## config.mk

```make
export PLATFORM = sky130hd
export DESIGN_NAME = seq_pattern_det_flat
export DESIGN_NICKNAME = d
export VERILOG_FILES = /design/src/rtl/seq_det_pkg.sv /design/src/rtl/seq_pattern_det_if.sv /design/src/rtl/seq_det_sat_cnt.sv /design/src/rtl/seq_pattern_det.sv /design/src/flat_wrapper.sv
export SDC_FILE = /design/constraint.sdc
export NUM_CORES = 1
export LEC_CHECK = 0
export CAP_MARGIN = 20
export CELL_PAD_IN_SITES_DETAIL_PLACEMENT = 1
export CELL_PAD_IN_SITES_GLOBAL_PLACEMENT = 1
export CORE_MARGIN = 2
export CORE_UTILIZATION = 33
export DETAILED_ROUTE_END_ITERATION = 12
export GPL_ROUTABILITY_DRIVEN = 0
export PLACE_DENSITY = 0.85
export SYNTH_ARGS = -nofsm -noshare
export SYNTH_HDL_FRONTEND = slang
export SYNTH_SLANG_ARGS = --single-unit
```

## constraint.sdc

```tcl
create_clock -name clk -period 2.2 [get_ports clk]
set_clock_uncertainty 0.15 [all_clocks]
set_input_delay 0.22 -clock clk [delete_from_list [all_inputs] [get_ports clk]]
set_output_delay 0.22 -clock clk [all_outputs]
set_load 0.01 [all_outputs]
```

## src/rtl/seq_det_pkg.sv

```systemverilog
// Shared constants and helpers for the seq_pattern_det serial pattern detector.
package seq_det_pkg;

  localparam int         DEF_PAT_W   = 4;
  localparam logic [3:0] DEF_PAT_RST = 4'b1011;
  localparam int         DEF_CNT_W   = 8;

  // The fill count must be able to hold the value PAT_W itself, not just PAT_W-1.
  function automatic int fill_w(input int pat_w);
    return $clog2(pat_w + 1);
  endfunction

endpackage

```

## src/rtl/seq_pattern_det_if.sv

```systemverilog
// Stream, configuration and match-report signals of seq_pattern_det.
interface seq_pattern_det_if
  import seq_det_pkg::*;
#(
  parameter int PAT_W = DEF_PAT_W,
  parameter int CNT_W = DEF_CNT_W
);

  logic             clear;
  logic             in_valid;
  logic             in;
  logic             cfg_load;
  logic [PAT_W-1:0] cfg_pattern;
  logic             cfg_overlap;
  logic             out;
  logic [CNT_W-1:0] match_cnt;

  modport master (
    output clear, in_valid, in, cfg_load, cfg_pattern, cfg_overlap,
    input  out, match_cnt
  );

  modport slave (
    input  clear, in_valid, in, cfg_load, cfg_pattern, cfg_overlap,
    output out, match_cnt
  );

endinterface

```

## src/rtl/seq_det_sat_cnt.sv

```systemverilog
// Saturating event counter with synchronous clear; holds at all-ones.
module seq_det_sat_cnt #(
  parameter int CNT_W = 8
) (
  input  logic             clk,
  input  logic             reset_n,
  input  logic             i_clr,
  input  logic             i_inc,
  output logic [CNT_W-1:0] o_cnt
);

  logic [CNT_W-1:0] r_cnt;

  // Count register: clear wins over increment, increment stops at full scale.
  always_ff @(posedge clk or negedge reset_n) begin
    if (!reset_n) begin
      r_cnt <= {CNT_W{1'b0}};
    end else if (i_clr) begin
      r_cnt <= {CNT_W{1'b0}};
    end else if (i_inc && (r_cnt != {CNT_W{1'b1}})) begin
      r_cnt <= r_cnt + {{(CNT_W-1){1'b0}}, 1'b1};
    end else begin
      r_cnt <= r_cnt;
    end
  end

  assign o_cnt = r_cnt;

endmodule

```

## src/rtl/seq_pattern_det.sv

```systemverilog
// Runtime-loadable serial pattern detector with overlap/non-overlap modes.
// Define SEQ_PATTERN_DET_COUNT_EN to build the saturating match counter.
module seq_pattern_det
  import seq_det_pkg::*;
#(
  parameter int               PAT_W   = DEF_PAT_W,
  parameter logic [PAT_W-1:0] PAT_RST = PAT_W'(DEF_PAT_RST),
  parameter int               CNT_W   = DEF_CNT_W
) (
  input logic               clk,
  input logic               reset_n,
  seq_pattern_det_if.slave  sif
);

  localparam int             FW        = fill_w(PAT_W);
  localparam logic [FW-1:0]  FILL_FULL = FW'(PAT_W);

  logic [PAT_W-1:0] r_pat,  w_pat_nx;
  logic [PAT_W-1:0] r_hist, w_hist_nx, w_hist_sh;
  logic [FW-1:0]    r_fill, w_fill_nx, w_fill_sh;
  logic             r_out,  w_out_nx;
  logic             w_accept;
  logic             w_match;

  assign w_accept  = sif.in_valid & ~sif.clear & ~sif.cfg_load;
  assign w_hist_sh = {r_hist[PAT_W-2:0], sif.in};
  assign w_fill_sh = (r_fill == FILL_FULL) ? r_fill : r_fill + {{(FW-1){1'b0}}, 1'b1};
  assign w_match   = w_accept & (w_fill_sh == FILL_FULL) & (w_hist_sh == r_pat);

  // Next-state selection: clear over cfg_load over an accepted bit, otherwise hold.
  always_comb begin
    w_pat_nx  = r_pat;
    w_hist_nx = r_hist;
    w_fill_nx = r_fill;
    w_out_nx  = 1'b0;
    if (sif.clear) begin
      w_hist_nx = {PAT_W{1'b0}};
      w_fill_nx = {FW{1'b0}};
    end else if (sif.cfg_load) begin
      w_pat_nx  = sif.cfg_pattern;
      w_hist_nx = {PAT_W{1'b0}};
      w_fill_nx = {FW{1'b0}};
    end else if (w_accept) begin
      w_hist_nx = w_hist_sh;
      // Non-overlap restarts the fill so the next match needs PAT_W fresh bits.
      w_fill_nx = (w_match && !sif.cfg_overlap) ? {FW{1'b0}} : w_fill_sh;
      w_out_nx  = w_match;
    end else begin
      w_hist_nx = r_hist;
      w_fill_nx = r_fill;
    end
  end

  // Detector state registers.
  always_ff @(posedge clk or negedge reset_n) begin
    if (!reset_n) begin
      r_pat  <= PAT_RST;
      r_hist <= {PAT_W{1'b0}};
      r_fill <= {FW{1'b0}};
      r_out  <= 1'b0;
    end else begin
      r_pat  <= w_pat_nx;
      r_hist <= w_hist_nx;
      r_fill <= w_fill_nx;
      r_out  <= w_out_nx;
    end
  end

  assign sif.out = r_out;

`ifdef SEQ_PATTERN_DET_COUNT_EN
  logic [CNT_W-1:0] w_cnt;

  seq_det_sat_cnt #(.CNT_W(CNT_W)) u_sat_cnt (
    .clk     (clk),
    .reset_n (reset_n),
    .i_clr   (sif.clear),
    .i_inc   (w_match),
    .o_cnt   (w_cnt)
  );

  assign sif.match_cnt = w_cnt;
`else
  assign sif.match_cnt = {CNT_W{1'b0}};
`endif

endmodule

```

## src/flat_wrapper.sv

```systemverilog
// flat-port wrapper written by rule: the top's interface ports become plain ports
module seq_pattern_det_flat import seq_det_pkg::*;
#(
  parameter int               PAT_W   = DEF_PAT_W,
  parameter logic [PAT_W-1:0] PAT_RST = PAT_W'(DEF_PAT_RST),
  parameter int               CNT_W   = DEF_CNT_W
)
  (clk, reset_n, sif_clear, sif_in_valid, sif_in, sif_cfg_load, sif_cfg_pattern, sif_cfg_overlap, sif_out, sif_match_cnt);
  seq_pattern_det_if #(.PAT_W(PAT_W), .CNT_W(CNT_W)) sif_i ();
  input logic clk;
  input logic reset_n;
  input wire logic [$bits(sif_i.clear)-1:0] sif_clear;
  input wire logic [$bits(sif_i.in_valid)-1:0] sif_in_valid;
  input wire logic [$bits(sif_i.in)-1:0] sif_in;
  input wire logic [$bits(sif_i.cfg_load)-1:0] sif_cfg_load;
  input wire logic [$bits(sif_i.cfg_pattern)-1:0] sif_cfg_pattern;
  input wire logic [$bits(sif_i.cfg_overlap)-1:0] sif_cfg_overlap;
  output wire logic [$bits(sif_i.out)-1:0] sif_out;
  output wire logic [$bits(sif_i.match_cnt)-1:0] sif_match_cnt;
  assign sif_i.clear = sif_clear;
  assign sif_i.in_valid = sif_in_valid;
  assign sif_i.in = sif_in;
  assign sif_i.cfg_load = sif_cfg_load;
  assign sif_i.cfg_pattern = sif_cfg_pattern;
  assign sif_i.cfg_overlap = sif_cfg_overlap;
  assign sif_out = sif_i.out;
  assign sif_match_cnt = sif_i.match_cnt;
  seq_pattern_det #(.PAT_W(PAT_W), .PAT_RST(PAT_RST), .CNT_W(CNT_W)) u_core (.clk(clk), .reset_n(reset_n), .sif(sif_i));
endmodule
```

==> results of run 1 <==
==> routing by layer <==
metal	track usage [%]	share of wire [%]
met5	0	0
met4	10.0	1.1
met3	3.40	5.2
met2	22.7	52
met1	13.2	42
==> kinds of logic after synthesis <==
| kind of cell | synth area share, % |
|---|---|
| buffers and inverters | 12.7 |
| AO/OA/AOI/OAI | 2.21 |
| other | 0.603 |
| multiplexers | 13.7 |
| adder cells (fa/ha/maj) | 4.02 |
| XOR/XNOR | 8.45 |
| AND/OR/NAND/NOR | 13.5 |
| flip-flops | 44.9 |
==> cell usage after synthesis <==
master | count | area (sq um)
conb_1 | 1 | 3.75
o21ai_0 | 1 | 5.00
nor2b_1 | 1 | 6.26
clkbuf_1 | 2 | 7.51
buf_4 | 8 | 60.1
nand2_1 | 2 | 7.51
or3_1 | 1 | 6.26
or2_1 | 1 | 6.26
ha_1 | 2 | 25.0
nor3b_1 | 1 | 7.51
xnor2_1 | 5 | 43.8
mux2i_1 | 4 | 40.0
nor2_1 | 7 | 26.3
nor3_1 | 1 | 5.00
nand2_2 | 1 | 6.26
or4_1 | 1 | 7.51
nand3_1 | 1 | 5.00
inv_1 | 2 | 7.51
o32ai_1 | 1 | 8.76
dfstp_2 | 3 | 78.8
inv_2 | 1 | 3.75
dfrtp_1 | 8 | 200
xor2_1 | 1 | 8.76
mux2_2 | 4 | 45.0
==> worst reg2reg max path, cell delays in order (launching register included) <==
cell and delay, ns:
dfrtp_1 0.39, inv_2 0.09, ha_1 0.19, nand2_2 0.07, xnor2_1 0.15, or4_1 0.52
nor2_1 0.10
==> state kept, by name, summed over array words and instances (netlist names) <==
signal,flops
u_core.r_pat,4
u_core.r_fill,3
u_core.r_hist,3
u_core.sif.out,1
==> metrics by stage <==
step                setup slack [ns]  cell area (sq um)  hold slack, ns  cells
floorplan                      0.618                648          -0.226     67
global placement               0.500                722           0.371     93
detailed placement             0.456                722           0.387     93
CTS                            0.468                748           0.137     97
global route                   0.371                748           0.153     97
finish                         0.485                748           0.133     97
==> power by group through the flow <==
| stage | clock, W | combinational, W | sequential, W |
|---|---|---|---|
| final | 0.000135 | 0.0000736 | 0.000230 |
| after floorplan | 0 | 0.0000568 | 0.000232 |
| after CTS | 0.000146 | 0.0000750 | 0.000230 |
| after global routing | 0.000157 | 0.0000828 | 0.000232 |
| after global placement | 0 | 0.0000721 | 0.000234 |
| after detailed placement | 0 | 0.0000747 | 0.000234 |
==> worst max path at each step <==
stage,endpoint,from,slack (ns),depth (start not counted)
6_report,u_core.sif.out,u_core.r_fill[0],0.48,6
5_1_grt,u_core.sif.out,u_core.r_fill[0],0.37,6
4_1_cts,u_core.sif.out,u_core.r_fill[0],0.47,6
3_5_place_dp,u_core.r_fill[2],sif_clear,0.46,5
3_3_place_gp,u_core.sif.out,sif_in,0.50,5
2_1_floorplan,u_core.sif.out,u_core.r_fill[0],0.62,6
==> cell type report <==
cell class                 instances  area, sq um
clock buffer                       4         26.3
fill                             212          997
inverter                           3         11.3
multi-input combinational         43          290
sequential                        11          279
tap                               25         31.3
timing repair buffer              11          110
==> reports/metrics.cfg, run 1 <==
[critical_path]
r2r.worst_path.cells = 6
worst-setup-path-type = reg2reg
worstPathArrival_ns = 1.77
crit_chain = inv_2, ha_1, nand2_2, xnor2_1, or4_1, nor2_1
crit_path_max_fanout = 3
crit_path_top_delay_cell = or4_1
max_stage_delay_ns = 0.52
startpoint_of_the_most_critical_register_to_register_path = u_core.r_fill[0]
crit_path_start_kind = register
setup.reg_to_reg.worst_slack_ns = 0.48
path_buf_inv = 1
worst-endpoint-required_ns = 2.25
largest_delay_share_family_worst_path = simple AND/OR/NAND/NOR gates
critical_path.reg2reg.endpoint = u_core.sif.out
crit_path_end_kind = register

[detailed_routing]
post_drt_wl_per_cell_um = 11.4
wl_um = 1100
num_vias = 404
drcViolationCount = 0
number_of_optimization_iterations_in_the_first_detailed_route_pass = 4
first_iter_violations = 1
vias_per_cell = 4.16
antenna_left = 0

[run_status]
status = completed

[timing]
report.final.setup_viol = 0
period_minus_slack_ns = 1.72
finalHoldViolCount = 0
rsz0062_at_grt = false
finalMaxSlewViolations = 0
part_of_the_cycle_the_worst_path_needs_pct = 78.0
fmax_mhz = 583
fin_tns_setup_ns = 0

[placement]
placement.io_buffers = 11
place_hpwl_um = 908

[layout]
layout.cells.most_common_list = clkdlybuf4s50_1 (11), conb_1 (8), dfrtp_1 (8)
nNetsFinal = 86
area_delta_synth_final_pct = 20.3
antenna_cells = 0
final_core_util_pct = 42.9
final_layout_size_suffix_gt1_share_pct = 16.7
final_common_cell = clkdlybuf4s50_1

[cts]
clock_tree.buffer_depth = 2
holdBufCountCts = 0
h-tree-depth = 1
clk_root_buffer_cell = clkbuf_4
tritoncts_num_sinks = 11
cts-buffers-inserted = 3
cts_clk_pin_slew_worst_paths_ns = 0.07
cts.repair_timing.setup_buffer_count = 0
clock_insertion_delay_worst_skew_ns = 0.26
post_cts_resize_count = 0
tritoncts_clock_tree = done

[die]
die_area_sq_mm = 0.00225
ioPinCount = 20
starting_density_pct = 35.6
core_region_area_sq_mm = 0.00175
row_count = 15
dieHeight_um = 47.4
chip_width_um = 47.4

[yosys]
cell_count_after_synthesis = 60
post_synth_num_cell_types = 24
seq_area_frac_synth_pct = 44.9
syn_area_sq_um = 622
synth-warning-count = 0
synth_seq_cells = 11
postSynthAreaPerCell_sq_um = 10.4

[global_route]
globalRouteTotalUtil_pct = 13.0
antenna_violations_before_repair = 0
via_count_of_the_first_global_routing_pass = 440
gr-total-overflow = 0
first_pass_grt_wire_length_um = 1860
grt_start_max_net_pins = 12

[pwr]
powerDensity_mw_per_mm2 = 586
p_total_w = 0.000438
share_of_total_power_consumed_by_net_switching_pct = 24.2
power.leakage_nw = 0.318
power.net_switching_w = 0.000106
power_frac_seq_pct = 52.5
combinationalPowerShare_pct = 16.8
p_int_w = 0.000332
worst_ir_drop_vdd_v = 0.000314
clock_power_share_pct = 30.7

[worst_hold_path]
hold_class = in2async

[flow_run]
cap_viol_max_count = 0

(Power assumes the default switching activity.)
==> inputs of run 2 (changes only) <==
--- a/config.mk
+++ b/config.mk
@@ -9,10 +9,10 @@
 export CELL_PAD_IN_SITES_DETAIL_PLACEMENT = 1
 export CELL_PAD_IN_SITES_GLOBAL_PLACEMENT = 1
 export CORE_MARGIN = 2
-export CORE_UTILIZATION = 33
+export CORE_UTILIZATION = 30
 export DETAILED_ROUTE_END_ITERATION = 12
 export GPL_ROUTABILITY_DRIVEN = 0
-export PLACE_DENSITY = 0.85
+export PLACE_DENSITY = 0.82
 export SYNTH_ARGS = -nofsm -noshare
 export SYNTH_HDL_FRONTEND = slang
 export SYNTH_SLANG_ARGS = --single-unit
==> constraint.sdc (replaced) <==
create_clock -name clk -period 1.55 [get_ports clk]
set_clock_uncertainty 0.15 [all_clocks]
set_input_delay 0.155 -clock clk [delete_from_list [all_inputs] [get_ports clk]]
set_output_delay 0.155 -clock clk [all_outputs]
set_load 0.01 [all_outputs]
==> run 2 against run 1 <==
Against the previous run:
- the flow now finishes with violations (negative setup slack)
- global-route usage down 1.8 points
- non-clock buffer count grew 7
- sequential share of layout area fell by 3.1 points
- clock power rose by 47%
- routed wire length is 5.1% higher
- via count increased by 7.7%
- critical path depth is the same
- register-to-register slack worse by 0.56 ns
- cell count up 9.3%
- die area up 9.1%
- sequential cell count stayed put
- cell area up 9.2%
- largest power group unchanged
- highest routed layer unchanged
==> reports/metrics.cfg, run 2 (synthesis gave the netlist of run 1 again) <==
[cts]
tritoncts_num_sinks = 11
h-tree-depth = 1
cts_clk_pin_slew_worst_paths_ns = 0.07
cts-buffers-inserted = 3
clock_insertion_delay_worst_skew_ns = 0.27
tritoncts_clock_tree = done
clock_tree.buffer_depth = 2
clk_root_buffer_cell = clkbuf_4
post_cts_resize_count = 0

[run_status]
status = finished, violations left
violated_checks = negative setup slack

[worst_hold_path]
hold_class = in2async

[detailed_routing]
post_drt_wl_per_cell_um = 10.9
first_iter_violations = 0
number_of_optimization_iterations_in_the_first_detailed_route_pass = 1
num_vias = 435
vias_per_cell = 4.10
drcViolationCount = 0
wl_um = 1160
antenna_left = 0

[layout]
fillers = 236
largest_register_ff_count = 4
nNetsFinal = 93
area_delta_synth_final_pct = 31.4
post-route-cell-area_sq_um = 817
layout.cells.most_common_list = clkdlybuf4s50_1 (11), conb_1 (8), dfrtp_1 (8)
register_name_with_the_most_flops = u_core.r_pat
final_layout_size_suffix_gt1_share_pct = 26.6
antenna_cells = 0
reg_top3 = u_core.r_pat (4), u_core.r_fill (3), u_core.r_hist (3)
final_common_cell = clkdlybuf4s50_1
final_core_util_pct = 41.6

[timing]
rsz0062_at_grt = true
finalMaxSlewViolations = 0
finalHoldViolCount = 0
report.final.setup_viol = 2
period_minus_slack_ns = 1.63
post-route-worst-setup-slack_ns = -0.0792
slew_at_the_pin_closest_to_its_max_slew_limit_ns = 0.507
fin_tns_setup_ns = -0.0924
fmax_mhz = 614
max-slew-margin-rel_pct = 66.1
part_of_the_cycle_the_worst_path_needs_pct = 105

[critical_path]
worstPathArrival_ns = 1.69
worst-endpoint-required_ns = 1.61
crit_path_start_kind = register
critical_path_startpoint = u_core.r_fill[0]
crit_path_end_kind = register
worst-setup-path-type = reg2reg
startpoint_of_the_most_critical_register_to_register_path = u_core.r_fill[0]
crit_path_max_fanout = 2

[placement]
place_hpwl_um = 948
placement.io_buffers = 11
dpl-instance-area_sq_um = 782

[global_route]
via_count_of_the_first_global_routing_pass = 451
antenna_violations_before_repair = 0
first_pass_grt_wire_length_um = 1960
globalRouteTotalUtil_pct = 11.3
grt_start_max_net_pins = 12
gr-total-overflow = 0

[pwr]
powerDensity_mw_per_mm2 = 793
power.leakage_nw = 0.356
worst_ir_drop_vdd_v = 0.000522

[flow_run]
cap_viol_max_count = 0

[die]
dieHeight_um = 49.5
die_area_sq_mm = 0.00245
ioPinCount = 20
chip_width_um = 49.5
starting_density_pct = 31.7
row_count = 16
core_region_area_sq_mm = 0.00196

-- run 2: cell types whose count changed in the layout (fill, tap and decap cells not counted), sizes merged --
cell,previous run,this run
clkbuf,4,3
clkinv,0,1
buf,0,7
-- run 2: power breakdown --
group          internal [W]  total, W  switching [W]
Clock             0.0000958  0.000199       0.000103
Sequential         0.000314  0.000327      0.0000134
Combinational     0.0000727  0.000122      0.0000493
Total              0.000482  0.000648       0.000166
-- run 2: worst paths after layout --
kind	endpoint	slack (ns)	cells after the start
setup reg to reg	u_core.sif.out	-0.08	6
max in group asynchronous	u_core.r_pat[3]	0.83	1
min in group clk	u_core.r_pat[3]	0.34	2
hold reg to reg	u_core.r_pat[2]	0.39	1
setup / recovery	u_core.sif.out	-0.08	6
hold / removal	u_core.r_hist[0]	0.06	1
-- run 2: repair_timing --
action                                 in CTS  in global routing
endpoints found under the hold margin       0                  0
hold buffers                                0                  0
setup buffers                               1                  0
setup endpoints to repair                   2                  2
-- run 2: cell type report --
type | count | area, sq um | share of cell area (%)
clock buffers | 3 | 22.5 | 2.76
repair buffers | 18 | 163 | 19.9
flip-flops and latches | 11 | 279 | 34.2
multi-input cells | 43 | 303 | 37.1
clock inverters | 1 | 5.00 | 0.613
inverters | 3 | 11.3 | 1.38
well taps | 27 | 33.8 | 4.13
-- run 2: metal layers --
layer  GRT usage (%)  vias up  wire [um]
met1            12.8      201        495
met2            18.2       14        571
met5               0        -          0
met4            4.17        0          9
met3            5.45        2         83
li1                -      218          -
-- run 2: metrics by stage --
step,cells,total power (W),hold slack [ns],worst slack [ns]
2_1_floorplan,67,0.000412,-0.291,-0.0119
3_3_place_gp,101,0.000452,0.375,-0.0281
3_5_place_dp,101,0.000455,0.382,-0.0862
4_1_cts,106,0.000666,0.0724,-0.0938
5_1_grt,106,0.000693,0.0990,-0.160
6_report,106,0.000648,0.0637,-0.0792
-- run 2: worst max-delay path, cell delays in order (launching register included) --
cell and delay, ns:
dfrtp_1 0.39, inv_2 0.09, ha_4 0.14, nand2_2 0.05, xnor2_1 0.13, or4_1 0.50, nor2_1 0.10
